==> src/rtl/fft_frame_packer_if.sv <==
// Stream bundle between the upstream sample source, the frame packer and
// the FFT core's Avalon-ST sink.
//   slave  : the packer (consumes in_*, produces sink_*)
//   master : the environment (upstream source plus the FFT sink)
interface fft_frame_packer_if #(
  parameter int DATA_W = 32,
  parameter int PTS_W  = 5
);
  logic              in_valid;
  logic              in_ready;
  logic [DATA_W-1:0] in_real;
  logic [DATA_W-1:0] in_imag;
  logic              sink_valid;
  logic              sink_ready;
  logic [1:0]        sink_error;
  logic              sink_sop;
  logic              sink_eop;
  logic [DATA_W-1:0] sink_real;
  logic [DATA_W-1:0] sink_imag;
  logic [PTS_W-1:0]  fftpts_in;

  modport slave (
    input  in_valid, in_real, in_imag, sink_ready,
    output in_ready, sink_valid, sink_error, sink_sop, sink_eop,
           sink_real, sink_imag, fftpts_in
  );

  modport master (
    output in_valid, in_real, in_imag, sink_ready,
    input  in_ready, sink_valid, sink_error, sink_sop, sink_eop,
           sink_real, sink_imag, fftpts_in
  );
endinterface

==> src/rtl/fft_frame_packer.sv <==
// fft_frame_packer: groups a flat complex sample stream into power-of-two
// frames for the streaming FFT sink. Frame tags (sop/eop/fftpts) are
// attached at acceptance and travel with the sample through a 2-entry skid
// buffer, so all sink outputs come straight from registers.
// Optional build macro FFT_PACK_STATS_EN adds frame_count / stall_count.
module fft_frame_packer #(
  parameter int DATA_W    = 32,
  parameter int MAX_LOG2N = 4,
  parameter int PTS_W     = MAX_LOG2N + 1
) (
  input  logic       clk,
  input  logic       rst,
  input  logic [2:0] cfg_log2n,
  fft_frame_packer_if.slave bus,
  output logic       cfg_err,
  output logic       frame_done
`ifdef FFT_PACK_STATS_EN
  ,
  output logic [15:0] frame_count,
  output logic [15:0] stall_count
`endif
);

  typedef struct packed {
    logic [DATA_W-1:0] re;
    logic [DATA_W-1:0] im;
    logic              sop;
    logic              eop;
    logic [PTS_W-1:0]  pts;
  } entry_t;

  typedef enum logic {IDLE, FILL} state_t;

  localparam entry_t RST_ENTRY = '{re: '0, im: '0, sop: 1'b0, eop: 1'b0,
                                   pts: PTS_W'(1 << MAX_LOG2N)};

  state_t               state_q, state_d;
  logic [MAX_LOG2N-1:0] idx_q, idx_d;
  logic [2:0]           log2_q, log2_d;
  logic                 cfg_err_d;
  logic                 cfg_legal;
  logic [2:0]           cfg_eff;
  logic [PTS_W-1:0]     n_q;
  logic                 last;
  entry_t               new_e, e0, e1;
  logic                 e0_vld, e1_vld, e1_vld_nx;
  logic                 in_ready_q;
  logic                 push, pop;

  assign push      = bus.in_valid & in_ready_q;
  assign pop       = e0_vld & bus.sink_ready;
  assign cfg_legal = (cfg_log2n != 3'd0) && (cfg_log2n <= 3'(MAX_LOG2N));
  assign cfg_eff   = cfg_legal ? cfg_log2n : 3'(MAX_LOG2N);
  assign n_q       = PTS_W'(1) << log2_q;
  assign last      = (PTS_W'(idx_q) == n_q - PTS_W'(1));

  // framing state: frame length latch, sample index, sticky config error
  always_ff @(posedge clk) begin
    if (rst) begin
      state_q <= IDLE;
      idx_q   <= '0;
      log2_q  <= 3'(MAX_LOG2N);
      cfg_err <= 1'b0;
    end else begin
      state_q <= state_d;
      idx_q   <= idx_d;
      log2_q  <= log2_d;
      cfg_err <= cfg_err_d;
    end
  end

  // next framing state and the tags for the sample currently offered
  always_comb begin
    state_d   = state_q;
    idx_d     = idx_q;
    log2_d    = log2_q;
    cfg_err_d = cfg_err;
    new_e     = '{re: bus.in_real, im: bus.in_imag, sop: 1'b0, eop: 1'b0, pts: n_q};
    case (state_q)
      IDLE: begin
        // length is taken from cfg only here, so mid-frame changes wait for sop
        new_e.sop = 1'b1;
        new_e.pts = PTS_W'(1) << cfg_eff;
        if (push) begin
          log2_d    = cfg_eff;
          cfg_err_d = cfg_err | ~cfg_legal;
          idx_d     = MAX_LOG2N'(1);
          state_d   = FILL;
        end
      end
      FILL: begin
        new_e.eop = last;
        if (push) begin
          if (last) begin
            idx_d   = '0;
            state_d = IDLE;
          end else begin
            idx_d = idx_q + MAX_LOG2N'(1);
          end
        end
      end
    endcase
  end

  // entry 1 is occupied after this cycle iff it stays full under a pop+push
  // or catches a push while entry 0 is stuck
  assign e1_vld_nx = pop ? (e1_vld & push) : (e1_vld | (push & e0_vld));

  // skid buffer: entry 0 feeds the sink, entry 1 absorbs one beat of backpressure
  always_ff @(posedge clk) begin
    if (rst) begin
      e0         <= RST_ENTRY;
      e1         <= RST_ENTRY;
      e0_vld     <= 1'b0;
      e1_vld     <= 1'b0;
      in_ready_q <= 1'b0;
      frame_done <= 1'b0;
    end else begin
      in_ready_q <= ~e1_vld_nx;
      e1_vld     <= e1_vld_nx;
      frame_done <= pop & e0.eop;
      if (pop) begin
        if (e1_vld) begin
          e0 <= e1;
          if (push) e1 <= new_e;
        end else if (push) begin
          e0 <= new_e;
        end else begin
          e0_vld <= 1'b0;
        end
      end else if (push) begin
        if (e0_vld) begin
          e1 <= new_e;
        end else begin
          e0     <= new_e;
          e0_vld <= 1'b1;
        end
      end
    end
  end

  assign bus.in_ready   = in_ready_q;
  assign bus.sink_valid = e0_vld;
  assign bus.sink_error = 2'b00;
  assign bus.sink_sop   = e0.sop;
  assign bus.sink_eop   = e0.eop;
  assign bus.sink_real  = e0.re;
  assign bus.sink_imag  = e0.im;
  assign bus.fftpts_in  = e0.pts;

`ifdef FFT_PACK_STATS_EN
  // frame counter wraps, stall counter saturates
  always_ff @(posedge clk) begin
    if (rst) begin
      frame_count <= '0;
      stall_count <= '0;
    end else begin
      if (frame_done) frame_count <= frame_count + 16'd1;
      if (e0_vld && !bus.sink_ready && stall_count != 16'hFFFF)
        stall_count <= stall_count + 16'd1;
    end
  end
`endif

endmodule

==> src/flat_wrapper.sv <==
// flat-port wrapper written by rule: the top's interface ports become plain ports
module fft_frame_packer_flat 
#(
  parameter int DATA_W    = 32,
  parameter int MAX_LOG2N = 4,
  parameter int PTS_W     = MAX_LOG2N + 1
)
  (clk, rst, cfg_log2n, cfg_err, frame_done, bus_in_valid, bus_in_real, bus_in_imag, bus_sink_ready, bus_in_ready, bus_sink_valid, bus_sink_error, bus_sink_sop, bus_sink_eop, bus_sink_real, bus_sink_imag, bus_fftpts_in);
  fft_frame_packer_if #(.DATA_W(DATA_W), .PTS_W(PTS_W)) bus_i ();
  input  logic clk;
  input  logic rst;
  input  logic [2:0] cfg_log2n;
  output logic cfg_err;
  output logic frame_done;
  input wire logic [$bits(bus_i.in_valid)-1:0] bus_in_valid;
  input wire logic [$bits(bus_i.in_real)-1:0] bus_in_real;
  input wire logic [$bits(bus_i.in_imag)-1:0] bus_in_imag;
  input wire logic [$bits(bus_i.sink_ready)-1:0] bus_sink_ready;
  output wire logic [$bits(bus_i.in_ready)-1:0] bus_in_ready;
  output wire logic [$bits(bus_i.sink_valid)-1:0] bus_sink_valid;
  output wire logic [$bits(bus_i.sink_error)-1:0] bus_sink_error;
  output wire logic [$bits(bus_i.sink_sop)-1:0] bus_sink_sop;
  output wire logic [$bits(bus_i.sink_eop)-1:0] bus_sink_eop;
  output wire logic [$bits(bus_i.sink_real)-1:0] bus_sink_real;
  output wire logic [$bits(bus_i.sink_imag)-1:0] bus_sink_imag;
  output wire logic [$bits(bus_i.fftpts_in)-1:0] bus_fftpts_in;
  assign bus_i.in_valid = bus_in_valid;
  assign bus_i.in_real = bus_in_real;
  assign bus_i.in_imag = bus_in_imag;
  assign bus_i.sink_ready = bus_sink_ready;
  assign bus_in_ready = bus_i.in_ready;
  assign bus_sink_valid = bus_i.sink_valid;
  assign bus_sink_error = bus_i.sink_error;
  assign bus_sink_sop = bus_i.sink_sop;
  assign bus_sink_eop = bus_i.sink_eop;
  assign bus_sink_real = bus_i.sink_real;
  assign bus_sink_imag = bus_i.sink_imag;
  assign bus_fftpts_in = bus_i.fftpts_in;
  fft_frame_packer #(.DATA_W(DATA_W), .MAX_LOG2N(MAX_LOG2N), .PTS_W(PTS_W)) u_core (.clk(clk), .rst(rst), .cfg_log2n(cfg_log2n), .bus(bus_i), .cfg_err(cfg_err), .frame_done(frame_done));
endmodule
==> config.mk <==
export PLATFORM = sky130hd
export DESIGN_NAME = fft_frame_packer_flat
export DESIGN_NICKNAME = d
export VERILOG_FILES = /design/src/rtl/fft_frame_packer_if.sv /design/src/rtl/fft_frame_packer.sv /design/src/flat_wrapper.sv
export SDC_FILE = /design/constraint.sdc
export NUM_CORES = 1
export LEC_CHECK = 0
export CAP_MARGIN = 20
export CORE_MARGIN = 4
export CORE_UTILIZATION = 45
export DETAILED_ROUTE_END_ITERATION = 6
export HOLD_SLACK_MARGIN = 0.15
export PLACE_DENSITY = 0.82
export SKIP_LAST_GASP = 1
export SYNTH_ARGS = -nofsm -noshare
export SYNTH_HDL_FRONTEND = slang
export SYNTH_SLANG_ARGS = --single-unit
==> constraint.sdc <==
create_clock -name clk -period 1.9 [get_ports clk]
set_input_delay 0.19 -clock clk [delete_from_list [all_inputs] [get_ports clk]]
set_output_delay 0.19 -clock clk [all_outputs]
set_load 0.1 [all_outputs]
==> results.toml <==
[timing]
max_freq_ghz = 0.551
final_hold_viol_count = 0
fin_ws_ps = 85.6
clock_skew_ps = 5.32
period_share = 0.955
setup_viol_count_final = 0
finalCriticalPeriod_ps = 1810
fin_setup_tns_ps = 0
finalMaxSlewViolations = 0
tightest_slew_ps = 511
slew_headroom = 0.654
grt_setup_unrepaired = "true"

[job]
cap_violations = 0

[pwr]
pwr-share-comb = 0.187
power.leakage_uw = 0.00322
pwr-share-clk = 0.399
totalPowerFinal_uw = 8360
internal_power_uw = 5850
p_switching_uw = 2510
p_sw_frac = 0.300
p_seq_frac = 0.414
irDropWorstVdd_mv = 0.533
p_per_area_nw_per_um2 = 985

[layout]
ff_latch_area_um2 = 3110
drive_above_1_share = 0.160
syn_to_final_growth_pct = 35.2
layout_common_cells = "nand2_1 (268), dfxtp_1 (153), buf_4 (93)"
fill_cells = 1207
multiInputGateArea_um2 = 2880
layout_commonest_cell = "nand2_1"
diodes = 0
nets = 1001

[detailed_routing]
routedWlPerCell_um = 14.1
viasPerCell = 5.26
ant_nets = 0
drt_iter0_markers = 415
dr.pass1.iters = 4
vias = 5871
drc = 0
drt_wl_total_mm = 15.7

[clock_tree]
clk_latency_ps = 410
cts_buffer_depth = 2
cts.clk_slew.worst_paths_ps = 60
numCtsBuffers = 17
tritoncts = "yes"
clockRootBuffer = "clkbuf_16"
ctsHtreeMaxLevel = 4
clock_sinks = 155

[worst_setup_path]
critPathCaptureType = "flop"
critical_path_class = "input port to flop"
worstPathMaxFanout = 4
startpoint_type = "input port"
arrival_ps = 2120
max_stage_delay_ps = 410
crit_buf_inv = 1
path_cells = "clkdlybuf4s50_1, or2_2, ha_1, o21ba_2, nor3_1, a31oi_1, nor2_1, a211o_1"
worst_path_dominant_cell_family = "compound AO/OA/AOI/OAI gates"
crit_slowest_cell = "clkdlybuf4s50_1"
cp_data_required_time_ps = 2210

[floorplan]
die_area_um2 = 15900
fp-row-count = 42
fp.dieH_um = 126
core_um2 = 13500
die_w_um = 126
initial_core_util = 0.467
io_pins = 148

[synthesis]
synth_cell_types = 45
ys_seq_area_frac = 0.494
synth_area_um2 = 6280
synth-seq-cells = 155
yosysWarnings = 0
syn_area_per_cell_um2 = 7.82
postSynthCellCount = 803

[global_route]
overflow = 0
grt_pass1_wl_mm = 25.4
grt_max_degree = 50
grt_pass1_vias = 5199
antenna_found_initial = 1
grt.total_usage = 0.192

[placement]
dpl.hpwl_mm = 10.3
gp_congestion = 0.805
pre_cts_slack_ps = -346
numPortBuffers = 145

[status]
outcome = "complete, no violations"

[worst_hold_path]
hold_class = "input port to flop"
## what timing repair did
item                       CTS  global route
resized for setup            0             3
hold buffers                 0             0
buffers inserted             0             0
setup endpoints to repair    0             2
hold endpoints to repair     0             0
## flip-flops by register name, indices dropped and copies added (netlist names), 3 cells and up
name and cells:
u_core.bus.fftpts_in 5, u_core.bus.sink_imag 32, u_core.bus.sink_real 32, u_core.e1 71, u_core.idx_q 4, u_core.log2_q 3
## power by group through the flow
| stage | Combinational, uW | Clock (uW) | Sequential, uW |
|---|---|---|---|
| 2_1_floorplan | 358 | 0 | 4260 |
| 3_3_place_gp | 1550 | 0 | 3530 |
| 4_1_cts | 1570 | 3400 | 3460 |
| 3_5_place_dp | 1560 | 0 | 3530 |
| 5_1_grt | 1640 | 3530 | 3480 |
| 6_report | 1560 | 3330 | 3460 |
## final timing paths
path	startpoint	endpoint	slack, ps	cells past startpoint
max reg2reg	u_core.log2_q[0]$_SDFFE_PP0P_	u_core.idx_q[3]$_SDFFE_PP0P_	150	5
min	rst	u_core.bus.in_ready$_SDFF_PP0_	190	2
min reg2reg	u_core.e1[5]$_SDFFE_PP0P_	u_core.e1[5]$_SDFFE_PP0P_	450	2
max	cfg_log2n[1]	u_core.e1[4]$_SDFFE_PP1P_	90	8
## per-stage QoR
step / std cells / util / hold WS, ps / cell area [um^2]
floorplan: 804 / - / 326 / 6290
global placement: 1085 / 0.586 / 442 / 7880
detailed placement: 1085 / 0.586 / 447 / 7880
CTS: 1117 / 0.629 / 164 / 8470
global route: 1117 / 0.631 / 175 / 8490
finish: 1117 / 0.631 / 192 / 8490
## routing by layer
layer | global-route usage | vias up | share of wire
li1 | - | 2993 | -
met1 | 0.251 | 2706 | 0.46
met2 | 0.309 | 148 | 0.47
met3 | 0.0512 | 22 | 0.064
met4 | 0.0675 | 2 | 0.014
met5 | 0 | - | 0.00083
## cell type report
type,count,share of cell area
clock buffers,21,0.0554
clock inverters,11,0.0137
inverters,6,0.00265
multi-input cells,572,0.339
flip-flops and latches,155,0.366
well taps,176,0.0259
repair buffers,176,0.197
## cell families (layout without fill, tap and decap cells)
family                   Yosys count  count (layout)  synth area share
AO/OA/AOI/OAI                    179             179             0.196
adder cells (fa/ha/maj)            2               2           0.00398
buffers and inverters             77             214            0.0554
flip-flops                       155             155             0.494
other                              1               2          0.000597
AND/OR/NAND/NOR                  389             389             0.249
## synthesized netlist by cell type
library cell | n | area, um^2
a311oi_1 | 65 | 569
and4b_1 | 1 | 10.0
nor3_1 | 3 | 15.0
or2_1 | 1 | 6.26
a211oi_1 | 9 | 67.6
conb_1 | 1 | 3.75
o41a_1 | 1 | 11.3
or3b_1 | 1 | 8.76
or3_1 | 2 | 12.5
nand3b_1 | 2 | 15.0
buf_4 | 7 | 52.6
a221oi_2 | 1 | 15.0
nand3_1 | 5 | 25.0
nand4_1 | 4 | 25.0
nand2b_1 | 2 | 12.5
nand2_1 | 268 | 1010
dfxtp_1 | 155 | 3100
a22oi_1 | 2 | 15.0
o21ai_1 | 2 | 10.0
or4bb_1 | 2 | 22.5
a31oi_1 | 4 | 25.0
a21oi_1 | 80 | 400
o21ai_0 | 3 | 15.0
a211o_1 | 3 | 26.3
inv_1 | 6 | 22.5
o311ai_1 | 2 | 17.5
nor2b_1 | 3 | 18.8
clkbuf_1 | 43 | 161
o22a_1 | 1 | 8.76
a32oi_1 | 2 | 17.5
or4_1 | 1 | 7.51
buf_2 | 20 | 100
nor3b_1 | 1 | 7.51
a21o_1 | 1 | 7.51
nor4_2 | 1 | 12.5
nand4b_1 | 1 | 8.76
o21ba_2 | 1 | 10.0
ha_1 | 2 | 25.0
buf_6 | 1 | 11.3
or2_2 | 1 | 6.26
a221oi_1 | 1 | 8.76
nor4bb_1 | 1 | 10.0
a22o_1 | 1 | 8.76
nor2_1 | 88 | 330
and3_1 | 1 | 6.26
Power figures use the tool's default switching activity.
